--- config.mk ---
export PLATFORM = sky130hd
export DESIGN_NAME = segre_store_buffer
export DESIGN_NICKNAME = d
export VERILOG_FILES = /design/src/rtl/segre_pkg.sv /design/src/rtl/segre_store_buffer.sv
export SDC_FILE = /design/constraint.sdc
export NUM_CORES = 1
export LEC_CHECK = 0
export BUFFER_PORTS_ARGS = -buffer_cell sky130_fd_sc_hd__buf_2
export CORE_MARGIN = 2
export CORE_UTILIZATION = 45
export CTS_BUF_LIST = sky130_fd_sc_hd__clkbuf_8
export CTS_CLUSTER_SIZE = 16
export DETAILED_ROUTE_END_ITERATION = 12
export HOLD_SLACK_MARGIN = 0.03
export PLACE_DENSITY = 0.64
export SETUP_SLACK_MARGIN = 0.5
export SKIP_CTS_REPAIR_TIMING = 1
export SLEW_MARGIN = 10
export SYNTH_ARGS = -nofsm -noshare
export SYNTH_HDL_FRONTEND = slang
export SYNTH_SLANG_ARGS = --single-unit
--- constraint.sdc ---
create_clock -name clk_i -period 9.7 [get_ports clk_i]
set_input_delay 2.91 -clock clk_i [delete_from_list [all_inputs] [get_ports clk_i]]
set_output_delay 2.91 -clock clk_i [all_outputs]
set_load 0.03 [all_outputs]
--- src/rtl/segre_pkg.sv ---
// Shared memory-operation types for the segre core.
package segre_pkg;

  typedef enum logic [1:0] {
    BYTE = 2'b00,
    HALF = 2'b01,
    WORD = 2'b10
  } memop_data_type_e;

endpackage

--- src/rtl/segre_store_buffer.sv ---
// Coalescing store buffer between MEM and the data cache: circular FIFO of
// word entries with byte masks, store-to-load forwarding and a 2-state drain FSM.
module segre_store_buffer
  import segre_pkg::*;
#(
  parameter int unsigned DEPTH  = 4,
  parameter int unsigned ADDR_W = 32
) (
  input  logic              clk_i,
  input  logic              rsn_i,
  input  logic              push_i,
  input  logic [ADDR_W-1:0] push_addr_i,
  input  logic [31:0]       push_data_i,
  input  memop_data_type_e  push_type_i,
  output logic              push_ready_o,
  input  logic [ADDR_W-1:0] ld_addr_i,
  input  memop_data_type_e  ld_type_i,
  output logic              fwd_hit_o,
  output logic [31:0]       fwd_data_o,
  output logic              fwd_partial_o,
  input  logic              cache_idle_i,
  input  logic              drain_req_i,
  output logic              dc_wr_o,
  output logic [ADDR_W-1:0] dc_addr_o,
  output logic [31:0]       dc_data_o,
  output logic [3:0]        dc_be_o,
  input  logic              dc_ack_i,
  output logic              draining_o,
  output logic              empty_o
);

  localparam int unsigned PTR_W = $clog2(DEPTH);
  localparam int unsigned CNT_W = PTR_W + 1;
  localparam int unsigned WA_W  = ADDR_W - 2;
  localparam logic [CNT_W-1:0] FULL_CNT = CNT_W'(DEPTH);

  typedef enum logic { IDLE, ISSUE } state_e;

  function automatic logic [3:0] lane_mask(input memop_data_type_e t, input logic [1:0] off);
    logic [3:0] m;
    case (t)
      BYTE:    m = 4'b0001 << off;
      HALF:    m = off[1] ? 4'b1100 : 4'b0011;
      WORD:    m = 4'b1111;
      default: m = 4'b0000;
    endcase
    return m;
  endfunction

  function automatic logic lane_aligned(input memop_data_type_e t, input logic [1:0] off);
    logic ok;
    case (t)
      BYTE:    ok = 1'b1;
      HALF:    ok = ~off[0];
      WORD:    ok = (off == 2'b00);
      default: ok = 1'b0;
    endcase
    return ok;
  endfunction

  function automatic logic [31:0] byte_expand(input logic [3:0] m);
    return {{8{m[3]}}, {8{m[2]}}, {8{m[1]}}, {8{m[0]}}};
  endfunction

  logic [WA_W-1:0]  addr_q [DEPTH];
  logic [31:0]      data_q [DEPTH];
  logic [3:0]       mask_q [DEPTH];
  logic [DEPTH-1:0] valid_q;
  logic [PTR_W-1:0] head_q, tail_q, young;
  logic [CNT_W-1:0] count_q, count_d;
  state_e           state_q, state_d;
  logic             flush_q, flush_d;

  logic [WA_W-1:0]  push_wa;
  logic [1:0]       push_off;
  logic [3:0]       push_mask;
  logic [31:0]      push_lanes, push_bits;
  logic             full, push_coalesce, push_ok, do_merge, do_alloc, do_pop;

  assign push_wa    = push_addr_i[ADDR_W-1:2];
  assign push_off   = push_addr_i[1:0];
  assign push_mask  = lane_mask(push_type_i, push_off);
  assign push_bits  = byte_expand(push_mask);
  assign push_lanes = (push_data_i << {push_off, 3'b000}) & push_bits;
  assign young      = tail_q - PTR_W'(1);
  assign full       = (count_q == FULL_CNT);

  // The head being written to the cache is frozen; merging into it would
  // change data the cache may already have latched.
  assign push_coalesce = (count_q != '0) && (addr_q[young] == push_wa)
                         && !((state_q == ISSUE) && (young == head_q));
  assign push_ready_o  = !full || push_coalesce;
  assign push_ok       = push_i && push_ready_o && lane_aligned(push_type_i, push_off);
  assign do_merge      = push_ok && push_coalesce;
  assign do_alloc      = push_ok && !push_coalesce;
  assign do_pop        = (state_q == ISSUE) && dc_ack_i;
  assign count_d       = count_q + CNT_W'(do_alloc) - CNT_W'(do_pop);

  always_comb begin
    state_d = state_q;
    case (state_q)
      IDLE:    if ((count_q != '0) && (cache_idle_i || full || flush_q)) state_d = ISSUE;
      ISSUE:   if (dc_ack_i) state_d = IDLE;
      default: state_d = IDLE;
    endcase
  end

  always_comb begin
    flush_d = flush_q;
    if (count_d == '0)    flush_d = 1'b0;
    else if (drain_req_i) flush_d = 1'b1;
  end

  always_ff @(posedge clk_i or negedge rsn_i) begin
    if (!rsn_i) begin
      state_q <= IDLE;
      flush_q <= 1'b0;
      count_q <= '0;
    end else begin
      state_q <= state_d;
      flush_q <= flush_d;
      count_q <= count_d;
    end
  end

  always_ff @(posedge clk_i or negedge rsn_i) begin
    if (!rsn_i) begin
      for (int unsigned i = 0; i < DEPTH; i++) begin
        addr_q[i] <= '0;
        data_q[i] <= '0;
        mask_q[i] <= '0;
      end
      valid_q <= '0;
      head_q  <= '0;
      tail_q  <= '0;
    end else begin
      if (do_pop) begin
        valid_q[head_q] <= 1'b0;
        head_q          <= head_q + PTR_W'(1);
      end
      if (do_alloc) begin
        addr_q[tail_q]  <= push_wa;
        data_q[tail_q]  <= push_lanes;
        mask_q[tail_q]  <= push_mask;
        valid_q[tail_q] <= 1'b1;
        tail_q          <= tail_q + PTR_W'(1);
      end
      if (do_merge) begin
        data_q[young] <= (data_q[young] & ~push_bits) | push_lanes;
        mask_q[young] <= mask_q[young] | push_mask;
      end
    end
  end

  logic [WA_W-1:0]  ld_wa;
  logic [1:0]       ld_off;
  logic [3:0]       ld_mask, hit_bytes;
  logic [PTR_W-1:0] scan_idx, fwd_idx;
  logic             fwd_found;

  assign ld_wa   = ld_addr_i[ADDR_W-1:2];
  assign ld_off  = ld_addr_i[1:0];
  assign ld_mask = lane_mask(ld_type_i, ld_off);

  // Scan oldest to youngest so the last match left standing is the youngest.
  always_comb begin
    fwd_found = 1'b0;
    fwd_idx   = '0;
    scan_idx  = '0;
    for (int unsigned i = 0; i < DEPTH; i++) begin
      scan_idx = head_q + PTR_W'(i);
      if (valid_q[scan_idx] && (addr_q[scan_idx] == ld_wa)) begin
        fwd_found = 1'b1;
        fwd_idx   = scan_idx;
      end
    end
  end

  assign hit_bytes     = mask_q[fwd_idx] & ld_mask;
  assign fwd_hit_o     = fwd_found && (ld_mask != 4'b0000) && (hit_bytes == ld_mask);
  assign fwd_partial_o = fwd_found && (hit_bytes != 4'b0000) && (hit_bytes != ld_mask);
  assign fwd_data_o    = fwd_found
                         ? ((data_q[fwd_idx] & byte_expand(hit_bytes)) >> {ld_off, 3'b000})
                         : '0;

  assign dc_wr_o    = (state_q == ISSUE);
  assign dc_addr_o  = {addr_q[head_q], 2'b00};
  assign dc_data_o  = data_q[head_q];
  assign dc_be_o    = mask_q[head_q];
  assign draining_o = flush_q || (state_q == ISSUE);
  assign empty_o    = (count_q == '0);

endmodule

Word-level counts from Yosys, hierarchy flattened --
Cells that the tools add are included.
Word-level totals: bits in registers 277, input bits 106, output and inout bits 106, word-level logic and storage cells 199
Cells by class: add/sub/neg operators 7, $lt $le $gt $ge 16, equality and inequality tests 13, shift operators 4, mux-type cells 85, bitwise gates (word level) 19, reduce and logical (&&, ||, !) cells 37
Operator list (count):
- $mux W30 | 11
- $bmux W30 S2 | 5
- $mux W32 | 9
- $bwmux W128 | 2
- $mux W128 | 2
- $bmux W32 S2 | 3
- $eq A30 B30 Y1 | 5
- $demux W32 S2 | 2
- $bwmux W120 | 1
- $and A32 B32 Y32 | 3
- $demux W30 S2 | 1
- $mux W4 | 12
- $bwmux W16 | 2
- $mux W16 | 2
- $not A32 Y32 | 1
- $or A32 B32 Y32 | 1
- $shl A32 B5 Y32 | 1
- $shr A32 B5 Y32 | 1
- $bmux W4 S2 | 3
- $pmux W4 S3 | 2
- $ge A3 B3 Y1 const B | 7
- $logic_and A1 B1 Y1 | 21
- $not A2 Y3 | 7
- $demux W4 S2 | 2
- other kinds (32) | 75

Longest topological paths before layout --
Gate-level depths: netlist (run 1).
depth in word-level cells 18, gate-level depth with buffers 26, gate-level depth less buffers 17

Least setup slack after synthesis (run 1) --
Ideal clock, no wire load.
path kind input to output, from input port ld_addr_i[24], to output port fwd_partial_o, arrival time 6.695 ns, required time 6.790 ns, slack 0.095 ns, cell stages on the path 15, path buffers 2, path through clkbuf_1 > xnor2_1 > a32oi_1 > o32a_1 > nor3b_1 > nand3b_1 > or3_1 > buf_2 > nor4b_1 > a2111oi_4 > mux2i_1 > mux2_2 > or3b_4 > a21o_1 > a22oi_1
On the way: cells in the longest elaborated chain, start to end 14, elaborated cells on any way between the ends 25, classes of those cells eq/ne (5); mux (11); bitwise (2); reduce/logical (7)
RTL lines:
- start: declaration | line segre_store_buffer.sv:16 | input logic [ADDR_W-1:0] ld_addr_i,
- $eq A30 B30 Y1 | line segre_store_buffer.sv:172 | if (valid_q[scan_idx] && (addr_q[scan_idx] == ld_wa)) begin
- $logic_and A1 B1 Y1 | line segre_store_buffer.sv:172
- $mux W2 (4 in a row) | line segre_store_buffer.sv:172
- $not A2 Y3 (implied by the code) | line segre_store_buffer.sv:179 | assign hit_bytes = mask_q[fwd_idx] & ld_mask;
- $bmux W4 S2 | line segre_store_buffer.sv:179
- $mux W4 (implied by the code) (2 in a row) | line segre_store_buffer.sv:179
- $and A4 B4 Y4 | line segre_store_buffer.sv:179
- $reduce_bool A4 Y1 | line segre_store_buffer.sv:181 | assign fwd_partial_o = fwd_found && (hit_bytes != 4'b0000) && (hit_bytes != ld_mask);
- $logic_and A1 B1 Y1 | line segre_store_buffer.sv:181
- $logic_and A1 B1 Y1 * | line segre_store_buffer.sv:181
- end: declaration | line segre_store_buffer.sv:20 | output logic fwd_partial_o,
Mark *: on every way between the ends. The rest lies on a longest branch, timed or not. The select of a mux whose other input is x is not followed.

Worst setup path after layout (run 1) --
Same ends and word-level chain as after synthesis.

==> flow_summary.json, run 1 <==
{
  "post-dp-hpwl_mm": 64.4,
  "synth_area_leader_cell": "dfrtp_1",
  "leakage_uw": 0.0120,
  "dp.cells": 3275,
  "clock_sinks": 277,
  "synth_cell_types": 82,
  "synth-edff-count": 0,
  "synth_most_common_cell": "nand2_1",
  "antenna_found_initial": 7,
  "path_common_cell": "buf_4",
  "grt_pass1_wl_mm": 138,
  "period_share_pct": 98.8,
  "synth_mux_area_share_pct": 28.2,
  "cp_slowest_cell": "nor4b_2",
  "powerDensity_nw_per_um2": 391,
  "design_area_sq_um": 27800,
  "crit_path_max_fanout": 9,
  "ir_worst_vdd_mv": 0.358,
  "dr.first_iter.drc_count": 3320,
  "final_max_slew_viol_count": 0,
  "synthXorXnorAreaFrac_pct": 4.98,
  "cts_buffers": 52,
  "tritoncts": "done",
  "hold_viol": 0,
  "clkLatencyLatePin_ns": 0.69,
  "slew_headroom_pct": 17.8,
  "clk_transition_reported_paths_ns": 0.06,
  "start_kind": "input pin",
  "skew_ns": 0.0477,
  "place.port_buffers": 209,
  "die_x_um": 231,
  "multiInputGateArea_sq_um": 15900,
  "synth_cells": 2453,
  "io_pins": 212,
  "clockBufferDepth": 3,
  "die_area_sq_um": 53400,
  "areaGrowthSynthToFinish_pct": 19.9,
  "max_stage_delay_ns": 0.40,
  "place_area_sq_um": 25600,
  "final-seq-area_sq_um": 6940,
  "crit_required_ns": 6.79,
  "ys_seq_area_share_pct": 29.9,
  "synth_common_cells": "nand2_1 (421), dfrtp_1 (277), a21oi_1 (203), mux2i_1 (203), mux4_2 (187)",
  "endpoint_kind": "output port",
  "netlist.area_leader.share_pct": 29.9,
  "n_fill_cell": 4613,
  "place_congestion": 0.996,
  "synthSimpleGateAreaFrac_pct": 16.4,
  "initial_core_util_pct": 45.3,
  "rsz0062_at_grt": "true",
  "drt_wl_total_mm": 92.9,
  "dp_slack_ns": -0.192,
  "grt_pass1_vias": 21000,
  "setup_slack_ns": 0.117,
  "finalNonFillerCells": 3395,
  "wire_per_inst_um": 27.4,
  "syn_avg_cell_area_sq_um": 9.46,
  "min_period_ns": 9.58,
  "tightest_slew_ns": 1.23,
  "drcViolationCount": 0,
  "max_freq_ghz": 0.104,
  "vias": 22300,
  "dr.pass1.iters": 6,
  "synth_compound_area_share_pct": 15.2,
  "syn_area_sq_um": 23200,
  "async_flop_share_pct": 100,
  "via_per_inst": 6.57,
  "drive_above_1_share_pct": 30.2,
  "maxCapViolCount": 0,
  "rows": 83,
  "outcome": "finished clean",
  "grtUsageTotal_pct": 34.1,
  "nets": 2786,
  "yosys-top-cells-area": "dfrtp_1 (30%), mux4_2 (18%), mux2i_1 (8.8%), nand2_1 (6.8%), a211oi_1 (5.6%)",
  "yosys.area_share.adder_pct": 0.625,
  "synth_top_family_by_area": "multiplexers",
  "synth_ff_type": "dfrtp_1",
  "cts.htree.levels": 2,
  "hold_class": "reg2reg",
  "coreArea_sq_um": 51200,
  "die_h_um": 231,
  "worstSetupPathType": "in2out",
  "whs_ns": 0.530,
  "worst-endpoint-arrival_ns": 6.67,
  "path_cells": "buf_2 > buf_4 > o22ai_1 > a2111oi_2 > o221ai_1 > buf_4 > nor4b_2 > buf_4 > a211oi_4 > nor2_2 > mux2i_1 > o21ai_1 > o31ai_4 > buf_4 > buf_6 > a21oi_1 > a211o_1 > a22oi_2 > buf_6",
  "root_buffer": "clkbuf_8",
  "overflow": 0,
  "yosysWarnings": 0,
  "final-setup-viol-count": 0,
  "ant_nets": 0,
  "yosys_register_bits": 277,
  "grt_max_degree": 156
}
[logic make-up after synthesis]
family | count (synthesis)
AND/OR/NAND/NOR | 830
AO/OA/AOI/OAI | 534
multiplexers | 416
flip-flops | 277
buffers and inverters | 252
XOR/XNOR | 132
adder cells (fa/ha/maj) | 11
other | 1
[critical path, delay by kind of cell]
| kind | cells | cell delay (ns) |
|---|---|---|
| and+or+nand+nor | 2 | 0.54 |
| muxes | 1 | 0.24 |
| buffers and inverters | 7 | 1.27 |
| AOI/OAI and AO/OA | 9 | 1.71 |
[layer usage]
layer	vias up	share of wire [%]	GRT usage (%)	wire [um]
met4	10	2.7	9.58	2540
met3	204	11	7.71	10500
li1	9623	-	-	-
met1	11200	42	50.8	39000
met5	-	0.074	0	69
met2	1306	44	49.7	40800
[cell type report]
type,instances,area share (%)
clock inverter,31,1.13
tap,680,3.06
multi-input combinational,1925,57.1
clock buffer,66,3.26
antenna,3,0.0270
timing repair buffer,384,10.0
inverter,29,0.391
sequential,277,24.9
[power breakdown]
group          leakage, uW  internal (uW)  switching (uW)
clock             0.000677            777             583
combinational      0.00775           3050            4030
sequential         0.00357           1660             768
[placed cells by master, fill, tap and decap left out, types with 25 or more instances in the layout]
master      n
a211oi_1  169
a21oi_1   202
and3_1     35
buf_2     167
buf_4     161
buf_6      35
clkbuf_8   66
dfrtp_1   274
inv_1      42
mux2i_1   186
mux4_2    187
nand2_1   416
nand4_1    26
nor2_1    109
nor2b_1    25
nor3_1     78
xnor2_1    89
xor2_1     33
[stage by stage]
step | TNS (ns) | utilization [%] | total power [uW]
finish | 0 | 54.4 | 10900
global route | -0.171 | 54.4 | 11400
CTS | -4.35 | 52.4 | 10500
detailed placement | -3.69 | 50.0 | 9100
global placement | -2.30 | 50.0 | 9020
floorplan | 0 | - | 6760
[sequential cells by signal, indices dropped and copies added (netlist names)]
| signal | flops |
|---|---|
| dc_wr_o | 1 |
| flush_q | 1 |
| mask_q | 16 |
| tail_q | 2 |
| head_q | 2 |
| data_q | 128 |
| valid_q | 4 |
| count_q | 3 |
| addr_q | 120 |
[final timing paths]
kind | startpoint | end | slack (ns) | cells past startpoint
min in group asynchronous | rsn_i | addr_q[77] | 2.18 | 1
worst min-delay path | flush_q | flush_q | 0.53 | 1
worst min register to register | flush_q | flush_q | 0.53 | 1
max in group asynchronous | rsn_i | tail_q[0] | 6.16 | 2
worst max register to register | tail_q[0] | flush_q | 3.10 | 18
worst max-delay path | ld_addr_i[24] | fwd_partial_o | 0.12 | 19
Note: power is estimated with default switching activity, not from simulation.
==> run 2: changes to the inputs <==
BUFFER_PORTS_ARGS = unset   (was -buffer_cell sky130_fd_sc_hd__buf_2)
CTS_BUF_LIST = sky130_fd_sc_hd__clkbuf_16   (was sky130_fd_sc_hd__clkbuf_8)
DONT_BUFFER_PORTS = 1   (was unset)
PLACE_DENSITY = 0.61   (was 0.64)
==> run 2 against run 1 <==
Net effect:
- die area unchanged
- maximum frequency increased by 1.8%
- first-iteration DRC count decreased by 13%
- register-to-register slack improved by 0.04 ns
- largest power group unchanged
- routed wire length decreased by 0.54%
- clock skew decreased by 0.020 ns
- critical path depth decreased by 5
- global-route usage decreased by 0.26 points
==> flow_summary.json, run 2 (synthesis gave the netlist of run 1 again) <==
{
  "place.port_buffers": 0,
  "max_freq_ghz": 0.106,
  "endpoint_kind": "output port",
  "root_buffer": "clkbuf_16",
  "ant_nets": 0,
  "vias": 21300,
  "ir_worst_vdd_mv": 0.259,
  "final_max_slew_viol_count": 0,
  "io_pins": 212,
  "areaGrowthSynthToFinish_pct": 11.2,
  "crit_required_ns": 6.79,
  "dp.cells": 3015,
  "die_area_sq_um": 53400,
  "design_area_sq_um": 25800,
  "setup_slack_ns": 0.283,
  "tritoncts": "done",
  "cts_buffers": 37,
  "rsz0062_at_grt": "true",
  "most-common-layout-cells": "nand2_1 (417), dfrtp_1 (274), a21oi_1 (202), mux2i_1 (193), mux4_2 (187)",
  "largest-register": "data_q",
  "drt_wl_total_mm": 92.4,
  "maxCapViolCount": 0,
  "finalSetupTns_ns": 0,
  "nets": 2502,
  "dr.first_iter.drc_count": 2890,
  "largest_reg_flops": 128,
  "grt_max_degree": 278,
  "die_x_um": 231,
  "grt_pass1_vias": 20100,
  "overflow": 0,
  "die_h_um": 231,
  "worst-endpoint-arrival_ns": 6.51,
  "power_uw": 10300,
  "initial_core_util_pct": 45.3,
  "rows": 83,
  "slew_headroom_pct": 15.5,
  "drive_above_1_share_pct": 20.6,
  "hold_viol": 0,
  "leakage_uw": 0.0106,
  "skew_ns": 0.0274,
  "final-setup-viol-count": 0,
  "finalNonFillerCells": 3095,
  "grtUsageTotal_pct": 33.9,
  "outcome": "finished clean",
  "via_per_inst": 6.89,
  "clockBufferDepth": 3,
  "start_kind": "input pin",
  "place_area_sq_um": 24100,
  "min_period_ns": 9.42,
  "hold_class": "reg2reg",
  "tightest_slew_ns": 1.26,
  "post-dp-hpwl_mm": 61.9,
  "drcViolationCount": 0,
  "dp_slack_ns": 0.0812,
  "place_congestion": 0.998,
  "powerDensity_nw_per_um2": 401,
  "layout_commonest_cell": "nand2_1",
  "clkLatencyLatePin_ns": 0.58,
  "period_share_pct": 97.1,
  "clk_transition_reported_paths_ns": 0.05,
  "coreArea_sq_um": 51200,
  "wire_per_inst_um": 29.8,
  "antenna_found_initial": 4,
  "worstSetupPathType": "in2out",
  "clock_sinks": 277,
  "cts.htree.levels": 2,
  "reg_top3": "data_q: 128 flops, addr_q: 120 flops, mask_q: 16 flops",
  "dr.pass1.iters": 6,
  "crit_path_max_fanout": 11,
  "grt_pass1_wl_mm": 136
}
run 2: cell count changes in the layout (fill, tap and decap cells not counted), sizes merged:
cell	change
buf	-264
clkbuf	-33
bufinv	-4
diode	-2
clkinv	+10
clkinvlp	+2
inv	-9
run 2: critical path, stage by stage:
cell,delay [ns]
xnor2_2,0.13
a32oi_2,0.15
o32a_1,0.37
nor3b_2,0.20
nand3b_1,0.20
or3_1,0.39
buf_4,0.18
a2111oi_4,0.35
buf_4,0.22
mux2i_1,0.09
mux2_4,0.32
or3b_4,0.40
nor2_4,0.22
a221o_2,0.35
run 2: layout make-up:
type                       count  area (sq um)
clock inverter                30           215
antenna                        1          2.50
sequential                   277          6940
tap                          680           851
timing repair buffer         115          1010
multi-input combinational   1925         15700
fill                        4638         25400
clock buffer                  38           951
inverter                      29           113
run 2: path summary, 6_finish.rpt:
path | slack, ns | endpoint | cells after the start | start
max | 0.28 | fwd_data_o[10] | 14 | ld_addr_i[24]
min | 0.53 | count_q[2] | 1 | count_q[2]
max reg2reg | 3.14 | flush_q | 18 | tail_q[0]
min reg2reg | 0.53 | count_q[2] | 1 | count_q[2]
max in group asynchronous | 7.05 | tail_q[0] | 0 | rsn_i
min in group asynchronous | 2.04 | addr_q[41] | 0 | rsn_i
run 2: power breakdown:
group	leakage [uW]	internal (uW)	switching [uW]
combinational	0.00645	2740	3830
sequential	0.00357	1660	774
clock	0.000585	769	584
total	0.0106	5160	5190
run 2: per-layer routing:
layer,part of all wire [%],track usage [%],up-vias
met5,0.028,0,-
li1,-,-,9016
met3,12,7.98,175
met2,43,48.6,1312
met1,41,50.0,10800
met4,3.5,11.6,4
run 2: metrics by stage:
step                      hold slack [ns]  utilization [%]
after floorplan                     0.479                -
after global placement              0.506             47.2
after detailed placement            0.519             47.2
after CTS                           0.530             49.4
after global routing                0.539             50.4
final                               0.531             50.4
